==> config.mk <==
export PLATFORM = sky130hd
export DESIGN_NAME = div_unit
export DESIGN_NICKNAME = d
export VERILOG_FILES = /design/src/rtl/div_unit.sv
export SDC_FILE = /design/constraint.sdc
export NUM_CORES = 1
export LEC_CHECK = 0
export BUFFER_PORTS_ARGS = -buffer_cell sky130_fd_sc_hd__buf_2
export CAP_MARGIN = 20
export CORE_MARGIN = 5
export CORE_UTILIZATION = 60
export CTS_BUF_LIST = sky130_fd_sc_hd__clkbuf_2
export CTS_CLUSTER_DIAMETER = 60
export DETAILED_ROUTE_END_ITERATION = 8
export GPL_TIMING_DRIVEN = 0
export PLACE_DENSITY = 0.81
export SLEW_MARGIN = 25
export SYNTH_ARGS = -nofsm -noshare
export SYNTH_HDL_FRONTEND = slang
export SYNTH_SLANG_ARGS = --single-unit
==> constraint.sdc <==
create_clock -name clk -period 15.55 [get_ports clk]
set_input_delay 3.11 -clock clk [delete_from_list [all_inputs] [get_ports clk]]
set_output_delay 3.11 -clock clk [all_outputs]
set_load 0.1 [all_outputs]
==> src/rtl/div_unit.sv <==
`default_nettype none
// +----------------------------------------------------------------------------+
// | Module  : div_unit                                                         |
// | Brief   : Iterative RV32M divider (DIV/DIVU/REM/REMU), one quotient bit    |
// |           per cycle over a restoring shift-subtract loop.                  |
// | Revision: 1.0                                                              |
// +----------------------------------------------------------------------------+

module full_adder (
    input  logic i_a,
    input  logic i_b,
    input  logic i_ci,
    output logic o_s,
    output logic o_co
);
    assign o_s  = i_a ^ i_b ^ i_ci;
    assign o_co = (i_a & i_b) | (i_ci & (i_a ^ i_b));
endmodule

module div_unit #(
    parameter int WIDTH = 32
) (
    input  logic             clk,
    input  logic             rst,
    input  logic             start,
    input  logic [1:0]       op,
    input  logic [WIDTH-1:0] dividend,
    input  logic [WIDTH-1:0] divisor,
    output logic             busy,
    output logic             done,
    output logic [WIDTH-1:0] result
);
    localparam int CNT_W = (WIDTH > 1) ? $clog2(WIDTH) : 1;

    localparam logic [1:0] c_idle = 2'd0;
    localparam logic [1:0] c_calc = 2'd1;
    localparam logic [1:0] c_done = 2'd2;

    localparam logic [WIDTH-1:0] c_min  = {1'b1, {(WIDTH-1){1'b0}}};
    localparam logic [WIDTH-1:0] c_ones = {WIDTH{1'b1}};

    logic [1:0]       r_state;
    logic [1:0]       w_state_next;
    logic [CNT_W-1:0] r_cnt;
    logic [1:0]       r_op;
    logic [WIDTH-1:0] r_dvd;
    logic [WIDTH-1:0] r_dvs;
    logic [WIDTH:0]   r_rem;
    logic             r_neg_q;
    logic             r_neg_r;
    logic [WIDTH-1:0] r_result;

    logic             w_accept;
    logic             w_signed;
    logic             w_dvd_neg;
    logic             w_dvs_neg;
    logic [WIDTH-1:0] w_dvd_mag;
    logic [WIDTH-1:0] w_dvs_mag;
    logic             w_div_zero;
    logic             w_ovf;
    logic             w_special;
    logic [WIDTH-1:0] w_special_res;

    logic [WIDTH:0]   w_shift;
    logic [WIDTH:0]   w_sub_b;
    logic [WIDTH:0]   w_trial;
    logic [WIDTH+1:0] w_carry;
    logic             w_qbit;
    logic [WIDTH:0]   w_rem_next;
    logic [WIDTH-1:0] w_quo_next;
    logic [WIDTH-1:0] w_quo_fix;
    logic [WIDTH-1:0] w_rem_fix;
    logic [WIDTH-1:0] w_calc_res;
    logic             w_unused;

    // Operand conditioning at acceptance
    assign w_accept   = start && (r_state != c_calc);
    assign w_signed   = ~op[0];
    assign w_dvd_neg  = w_signed & dividend[WIDTH-1];
    assign w_dvs_neg  = w_signed & divisor[WIDTH-1];
    assign w_dvd_mag  = w_dvd_neg ? -dividend : dividend;
    assign w_dvs_mag  = w_dvs_neg ? -divisor : divisor;
    assign w_div_zero = (divisor == '0);
    assign w_ovf      = w_signed && (dividend == c_min) && (divisor == c_ones);
    assign w_special  = w_div_zero | w_ovf;

    always_comb begin
        w_special_res = '0;
        if (w_div_zero) begin
            w_special_res = op[1] ? dividend : c_ones;
        end else begin
            w_special_res = op[1] ? '0 : c_min;
        end
    end

    // Partial remainder never exceeds 2*divisor-1, so WIDTH+1 bits cannot overflow
    assign w_shift    = {r_rem[WIDTH-1:0], r_dvd[WIDTH-1]};
    assign w_sub_b    = ~{1'b0, r_dvs};
    assign w_carry[0] = 1'b1;

    genvar gi;
    generate
        for (gi = 0; gi <= WIDTH; gi++) begin : g_fa
            full_adder u_fa (
                .i_a  (w_shift[gi]),
                .i_b  (w_sub_b[gi]),
                .i_ci (w_carry[gi]),
                .o_s  (w_trial[gi]),
                .o_co (w_carry[gi+1])
            );
        end
    endgenerate

    // Carry out of the subtract chain means no borrow
    assign w_qbit     = w_carry[WIDTH+1];
    assign w_rem_next = w_qbit ? w_trial : w_shift;
    assign w_quo_next = {r_dvd[WIDTH-2:0], w_qbit};
    assign w_quo_fix  = r_neg_q ? -w_quo_next : w_quo_next;
    assign w_rem_fix  = r_neg_r ? -w_rem_next[WIDTH-1:0] : w_rem_next[WIDTH-1:0];
    assign w_calc_res = r_op[1] ? w_rem_fix : w_quo_fix;
    assign w_unused   = r_rem[WIDTH] ^ w_rem_next[WIDTH];

    always_comb begin
        w_state_next = r_state;
        case (r_state)
            c_idle:  if (start) w_state_next = w_special ? c_done : c_calc;
            c_calc:  if (r_cnt == '0) w_state_next = c_done;
            c_done: begin
                if (start) w_state_next = w_special ? c_done : c_calc;
                else       w_state_next = c_idle;
            end
            default: w_state_next = c_idle;
        endcase
    end

    always_ff @(posedge clk) begin
        if (rst) begin
            r_state  <= c_idle;
            r_cnt    <= '0;
            r_op     <= '0;
            r_dvd    <= '0;
            r_dvs    <= '0;
            r_rem    <= '0;
            r_neg_q  <= 1'b0;
            r_neg_r  <= 1'b0;
            r_result <= '0;
        end else begin
            r_state <= w_state_next;
            if (w_accept) begin
                r_op    <= op;
                r_dvd   <= w_dvd_mag;
                r_dvs   <= w_dvs_mag;
                r_rem   <= '0;
                r_cnt   <= CNT_W'(WIDTH - 1);
                r_neg_q <= w_dvd_neg ^ w_dvs_neg;
                r_neg_r <= w_dvd_neg;
                if (w_special) r_result <= w_special_res;
            end else if (r_state == c_calc) begin
                r_rem <= w_rem_next;
                r_dvd <= w_quo_next;
                r_cnt <= r_cnt - CNT_W'(1);
                if (r_cnt == '0) r_result <= w_calc_res;
            end
        end
    end

    assign busy   = (r_state == c_calc);
    assign done   = (r_state == c_done);
    assign result = r_result;

endmodule
`default_nettype wire
## Yosys cells after proc, flatten, opt, wreduce, memory -nomap -nowiden

Cells that the tools add are included.

- Bits in registers: 139
- Bits of input ports: 69
- Logic and storage cells: 224

- Add/subtract/negate cells: 5
- Equality and inequality tests: 8
- Mux-type cells: 22
- Bitwise operators: 169
- Reductions and logical operators: 11

Operator list:

| operator | count |
|---|---|
| 32-bit 2-to-1 mux | 15 |
| 32-bit negation | 4 |
| 1-bit AND | 67 |
| 1-bit XOR | 65 |
| 32-bit == test (second input constant) | 2 |
| 1-bit OR | 34 |
| 32-bit inverter with 33-bit output | 1 |
| 32-bit logical NOT | 1 |
| 5-bit 2-to-1 mux | 2 |
| 2-bit 2-to-1 mux | 4 |
| 2-bit by 1-bit != test with 1-bit output (second input constant) | 3 |
| 2-bit case mux with 3 select lines | 1 |
| 5-bit logical NOT | 1 |
| 5-bit by 1-bit subtractor with 5-bit output (second input constant) | 1 |
| 2-bit nonzero test | 2 |
| 1-bit logical AND | 3 |
| 3-bit AND reduction | 1 |
| 2-bit by 1-bit == test with 1-bit output (second input constant) | 1 |
| 2-bit == test (second input constant) | 1 |
| 2-bit logical NOT | 1 |
| 2-bit != test (second input constant) | 1 |
| 1-bit inverter | 2 |
| 2-bit AND reduction | 1 |
| 2-bit OR reduction | 1 |

## Longest topological paths before layout

- Word-level depth: 74
- Depth in mapped cells: 51

## By module

From an unflattened synthesis, not the netlist that was laid out.

- Cell total of the unflattened synthesis: 1232
- Area, all modules: 10038.4 sq um

Modules (own cells, without submodules):

| module | instances | cells an instance | area an instance (sq um) | sequential area each (sq um) |
|---|---|---|---|---|
| div_unit | 1 | 1199 | 9377.7 | 2762.6 |
| full_adder | 33 | 1 | 20.0 | 0.0 |

## Least setup slack after synthesis

OpenSTA, ideal clock, no wires.

- Kind: register to register
- From: reg r_dvd[31]
- To: reg r_result[22], in the netlist result[22]
- Arrival: 14.225 ns
- Data required time: 15.480 ns
- Setup slack: 1.255 ns
- Stages on the path, launching flop included: 52
- Period minus slack after synthesis: 14.295 ns
- Path through: dfxtp_1 > inv_1 > ha_1 > inv_1 > fa_1 > fa_1 > inv_1 > fa_1 > fa_1 > fa_1 > inv_1 > fa_1 > fa_1 > fa_1 > fa_1 > fa_1 > fa_1 > fa_1 > [16 not listed] > inv_1 > fa_1 > inv_1 > fa_1 > fa_1 > or2_1 > buf_4 > buf_2 > buf_2 > mux2i_1 > ha_1 > nor4bb_1 > mux2i_1 > nor3_2 > nand3_1 > or4_1 > and4_1 > o2bb2ai_1

- Cells in the longest elaborated chain, start to end: 73
- Elaborated cells on any way between the ends: 99
- Classes of those cells: add/sub (2); mux (7); bitwise (90)

RTL lines:

| what | RTL line | source |
|---|---|---|
| start, declared | 46 | `logic [WIDTH-1:0] r_dvd;` |
| start signal, assigned | 151 | `r_dvd <= w_dvd_mag;` |
| start signal, assigned | 160 | `r_dvd <= w_quo_next;` |
| 1-bit AND or 1-bit XOR (tied branches) | 17, 16 |  |
| 1-bit OR | 17 | `assign o_co = (i_a & i_b) \| (i_ci & (i_a ^ i_b));` |
| 1-bit AND | 17 |  |
| 1-bit OR | 17 |  |
| 1-bit AND | 17 |  |
| 1-bit OR | 17 |  |
| 1-bit AND | 17 |  |
| 1-bit OR | 17 |  |
| [57 not listed] | n/a |  |
| 1-bit OR | 17 |  |
| 32-bit 2-to-1 mux | 116 | `assign w_rem_next = w_qbit ? w_trial : w_shift;` |
| 32-bit negation | 119 | `assign w_rem_fix = r_neg_r ? -w_rem_next[WIDTH-1:0] : w_rem_next[WIDTH-1:0];` |
| 32-bit 2-to-1 mux | 119 |  |
| 32-bit 2-to-1 mux (*) | 120 | `assign w_calc_res = r_op[1] ? w_rem_fix : w_quo_fix;` |
| 32-bit 2-to-1 mux (*) | 162 | `if (r_cnt == '0) r_result <= w_calc_res;` |
| 32-bit 2-to-1 mux (*) | 158 | `end else if (r_state == c_calc) begin` |
| 32-bit 2-to-1 mux (*) | 149 | `if (w_accept) begin` |
| end signal, assigned | 157 | `if (w_special) r_result <= w_special_res;` |
| end signal, assigned | 162 |  |
| end, declared | 51 | `logic [WIDTH-1:0] r_result;` |

Mark *: on every way between the ends. The rest lies on a longest branch, timed or not. The select of a mux whose other input is x is not followed.
A chain may end at the register's enable or synchronous reset.

## Final worst setup path

Ends and elaborated chain as after synthesis.

==> impl_results.md <==
- Period utilization: 0.974
- Final Slew Violations: 0
- DRC Markers: 0
- Wire length per cell: 22.7 um
- Vias in the first global route: 10,200
- HP Start: r_state[1]
- Element type at the critical path end: flop
- Initial Util: 0.612
- Num CTS Buffers: 17
- Crit path max-delay cell type: or4_1
- Fin nets: 1,532
- Die height: 140 um
- Routed Antenna Nets: 0
- GR Overflow Total: 0
- GRT Util Overall: 0.368
- Seq cells post-synth: 138
- Layout cells sized above 1: 0.134
- Area share of and/or/nand/nor cells after synthesis: 0.220
- Max incr delay on CP: 440 ps
- DP HPWL: 28.9 mm
- Total die area: 19,700 sq um
- CTS root buf: clkbuf_2
- DRT iter0 DRCs: 1,400
- Synthesized instance count: 1,303
- Clk sinks: 138
- Largest net degree at the start of global routing: 17
- RR Startpoint: r_dvd[31]
- Gpl congestion: 1.01
- CTS max path bufs: 2
- Detailed-route via count: 11,100
- I/O Pins: 103
- Synth Area in Adders: 0.0708
- Row count: 47
- First-pass GRT wire length: 56.7 mm
- Die Width: 140 um
- Final Power: 1.27 mW
- EDFF count, synth: 0
- Area delta synth->final: 11.4%
- Post-placement cell count: 1,623
- RSZ-0062 raised after global routing: false
- Post-synthesis compound-gate area fraction: 0.256
- Hold slack: 474 ps
- Headroom to the max-slew limit: 0.283
- Routing usage on met2: 0.530
- WP data required: 16,270 ps
- R2R Setup Slk: 410 ps
- WP data arrival: 15,870 ps
- Static leakage: 4.17 nW
- Synth Cell Area: 10,200 sq um
- Max-Cap Viols: 0
- M3 GR Usage: 0.0971
- CTS HTree Levels: 4
- Unique masters post-synth: 85
- Syn avg cell area: 7.81 sq um
- Hold crit path type: reg -> reg
- Clk Latency, worst-skew pair: 770 ps
- CP Class: reg -> reg
- Final hold violation count: 0
- F_max: 66.0 MHz
- Cell mode on critical path: fa_1
- Via density per instance: 6.70
- Post-synth ARST share: 0
- CTS tree: built
- Setup-failing EPs final: 0
- Main synth FF type: dfxtp_1
- Crit. Startpoint: r_dvd[31]
- Drt total wl: 37.5 mm
- Initial antenna violation count: 1
- Final clock skew: 59.6 ps
- Power density of the placed cells: 112 nW/um^2
- Largest family of logic cells by synthesized area: compound AO/OA/AOI/OAI gates
- Met1 Use GR: 0.513
- Pre-antenna DRT Iters: 8
- Post-layout min period: 15,140 ps
- Post-Layout Cell Count: 1,657
- Clk slew on worst S/H paths: 240 ps
- Syn nets: 1,411
- Worst-Margin Slew: 1060 ps
- Synth warn: 0
- Most Crowded Layer GR: met2
- Run status: completed
- Core area: 16,600 sq um
- CP max FO: 10
- Util after Layout: 0.682
- Critical Path Start Type: flop
- Post-synthesis sequential area ratio: 0.271
- Synth Area in XOR/XNOR: 0.0834
- Port bufs: 100
- Post-synthesis mux area share: 0.0369
- Peak VDD IR: 0.0000858 V
power by group:
part | total, mW | switching, mW | internal, mW
clock network | 0.248 | 0.144 | 0.104
logic | 0.603 | 0.397 | 0.206
registers | 0.416 | 0.0335 | 0.382
total | 1.27 | 0.574 | 0.692
timing repair:
item / 4_1_cts / 5_1_grt
buffers inserted: 2 / 0
cloned: 0 / 0
pin swaps: 1 / 6
gates resized for setup: 1 / 23
endpoints found under the setup margin: 8 / 12
hold buffers: 0 / 0
cell usage after synthesis, drive strengths merged, types with 14 or more instances:
master,instances,share of area
nor2,195,0.073
dfxtp,138,0.27
a21oi,105,0.052
a211oi,75,0.056
clkbuf,72,0.028
nand2,72,0.027
o21ai,65,0.032
inv,62,0.023
xnor2,58,0.050
xor2,39,0.034
mux2i,33,0.032
fa,31,0.061
nor4,31,0.023
or3,30,0.020
nor3,27,0.015
a311oi,18,0.015
buf,18,0.0098
o31ai,18,0.014
or4,18,0.014
a31oi,17,0.010
o41ai,16,0.015
nand4,15,0.0092
nand3,14,0.0069
o211ai,14,0.010
layer usage:
| layer | part of all wire | wire length (um) |
|---|---|---|
| met5 | 0 | 0 |
| met1 | 0.40 | 15100 |
| met2 | 0.42 | 15600 |
| met4 | 0.050 | 1870 |
| met3 | 0.13 | 4910 |
metrics by stage:
stage                     instance area [sq um]  setup TNS [ps]  worst slack (ps)
final                                     11300               0               406
after global placement                    11000               0              78.8
after CTS                                 11300               0              91.0
after floorplan                           10200               0              1260
after detailed placement                  11000            -441              -157
after global routing                      11300               0              18.8
layout by cell type (no fill, tap or decap), types with 7 or more instances in the layout:
| master | n |
|---|---|
| o31ai_1 | 17 |
| nand3_1 | 14 |
| a311oi_1 | 18 |
| clkbuf_1 | 71 |
| o2bb2ai_1 | 7 |
| a211oi_1 | 74 |
| or3_1 | 27 |
| xnor2_1 | 58 |
| nor3_1 | 23 |
| nand4_1 | 15 |
| a211o_1 | 9 |
| mux2i_1 | 32 |
| nand2_1 | 72 |
| o211ai_1 | 14 |
| buf_2 | 106 |
| or4_1 | 14 |
| clkbuf_2 | 18 |
| a21oi_1 | 104 |
| inv_1 | 60 |
| nor4_1 | 28 |
| nand2b_1 | 9 |
| o41ai_1 | 15 |
| dfxtp_1 | 136 |
| xor2_1 | 39 |
| a31oi_1 | 17 |
| o21ai_0 | 62 |
| nor2_1 | 194 |
| fa_1 | 28 |
registers in the layout, summed over array words and instances (netlist names):
name,flops
r_dvd,32
r_dvs,32
r_rem,32
result,32
r_cnt,5
r_state,2
r_neg_q,1
r_neg_r,1
r_op,1
worst max-delay path, delay by kind of cell (launching register included):
kind / cells / cell delay [ps]
flops: 1 / 410
compound gates: 1 / 150
fa+ha+maj: 33 / 11670
buf+inv: 10 / 1100
simple gates: 6 / 1440
mux: 2 / 370
path summary, 6_finish.rpt:
path	depth (start not counted)	end
worst max-delay path	52	result[22]
worst min register to register	1	r_state[1]
worst max register to register	52	result[22]
worst min-delay path	1	r_state[1]
layout make-up:
type | count | area, sq um
Clock buffer | 18 | 90.1
Tap cell | 220 | 275
Inverter | 62 | 238
Multi-Input combinational cell | 1012 | 6870
Sequential cell | 138 | 2770
Clock inverter | 13 | 176
Buffer | 91 | 398
Timing Repair Buffer | 102 | 528
Fill cell | 1467 | 5300
Antenna cell | 1 | 2.50
cell families (layout without fill, tap and decap cells):
group                      count (synthesis)  in the layout
adders and majority gates                 39             39
muxes                                     37             37
xor gates and xnor gates                  97             97
buffers and inverters                    153            286
AOI/OAI and AO/OA                        389            389
DFF                                      138            138
and+or+nand+nor                          450            450
other                                      0              1
Note: power is estimated with default switching activity, not from simulation.
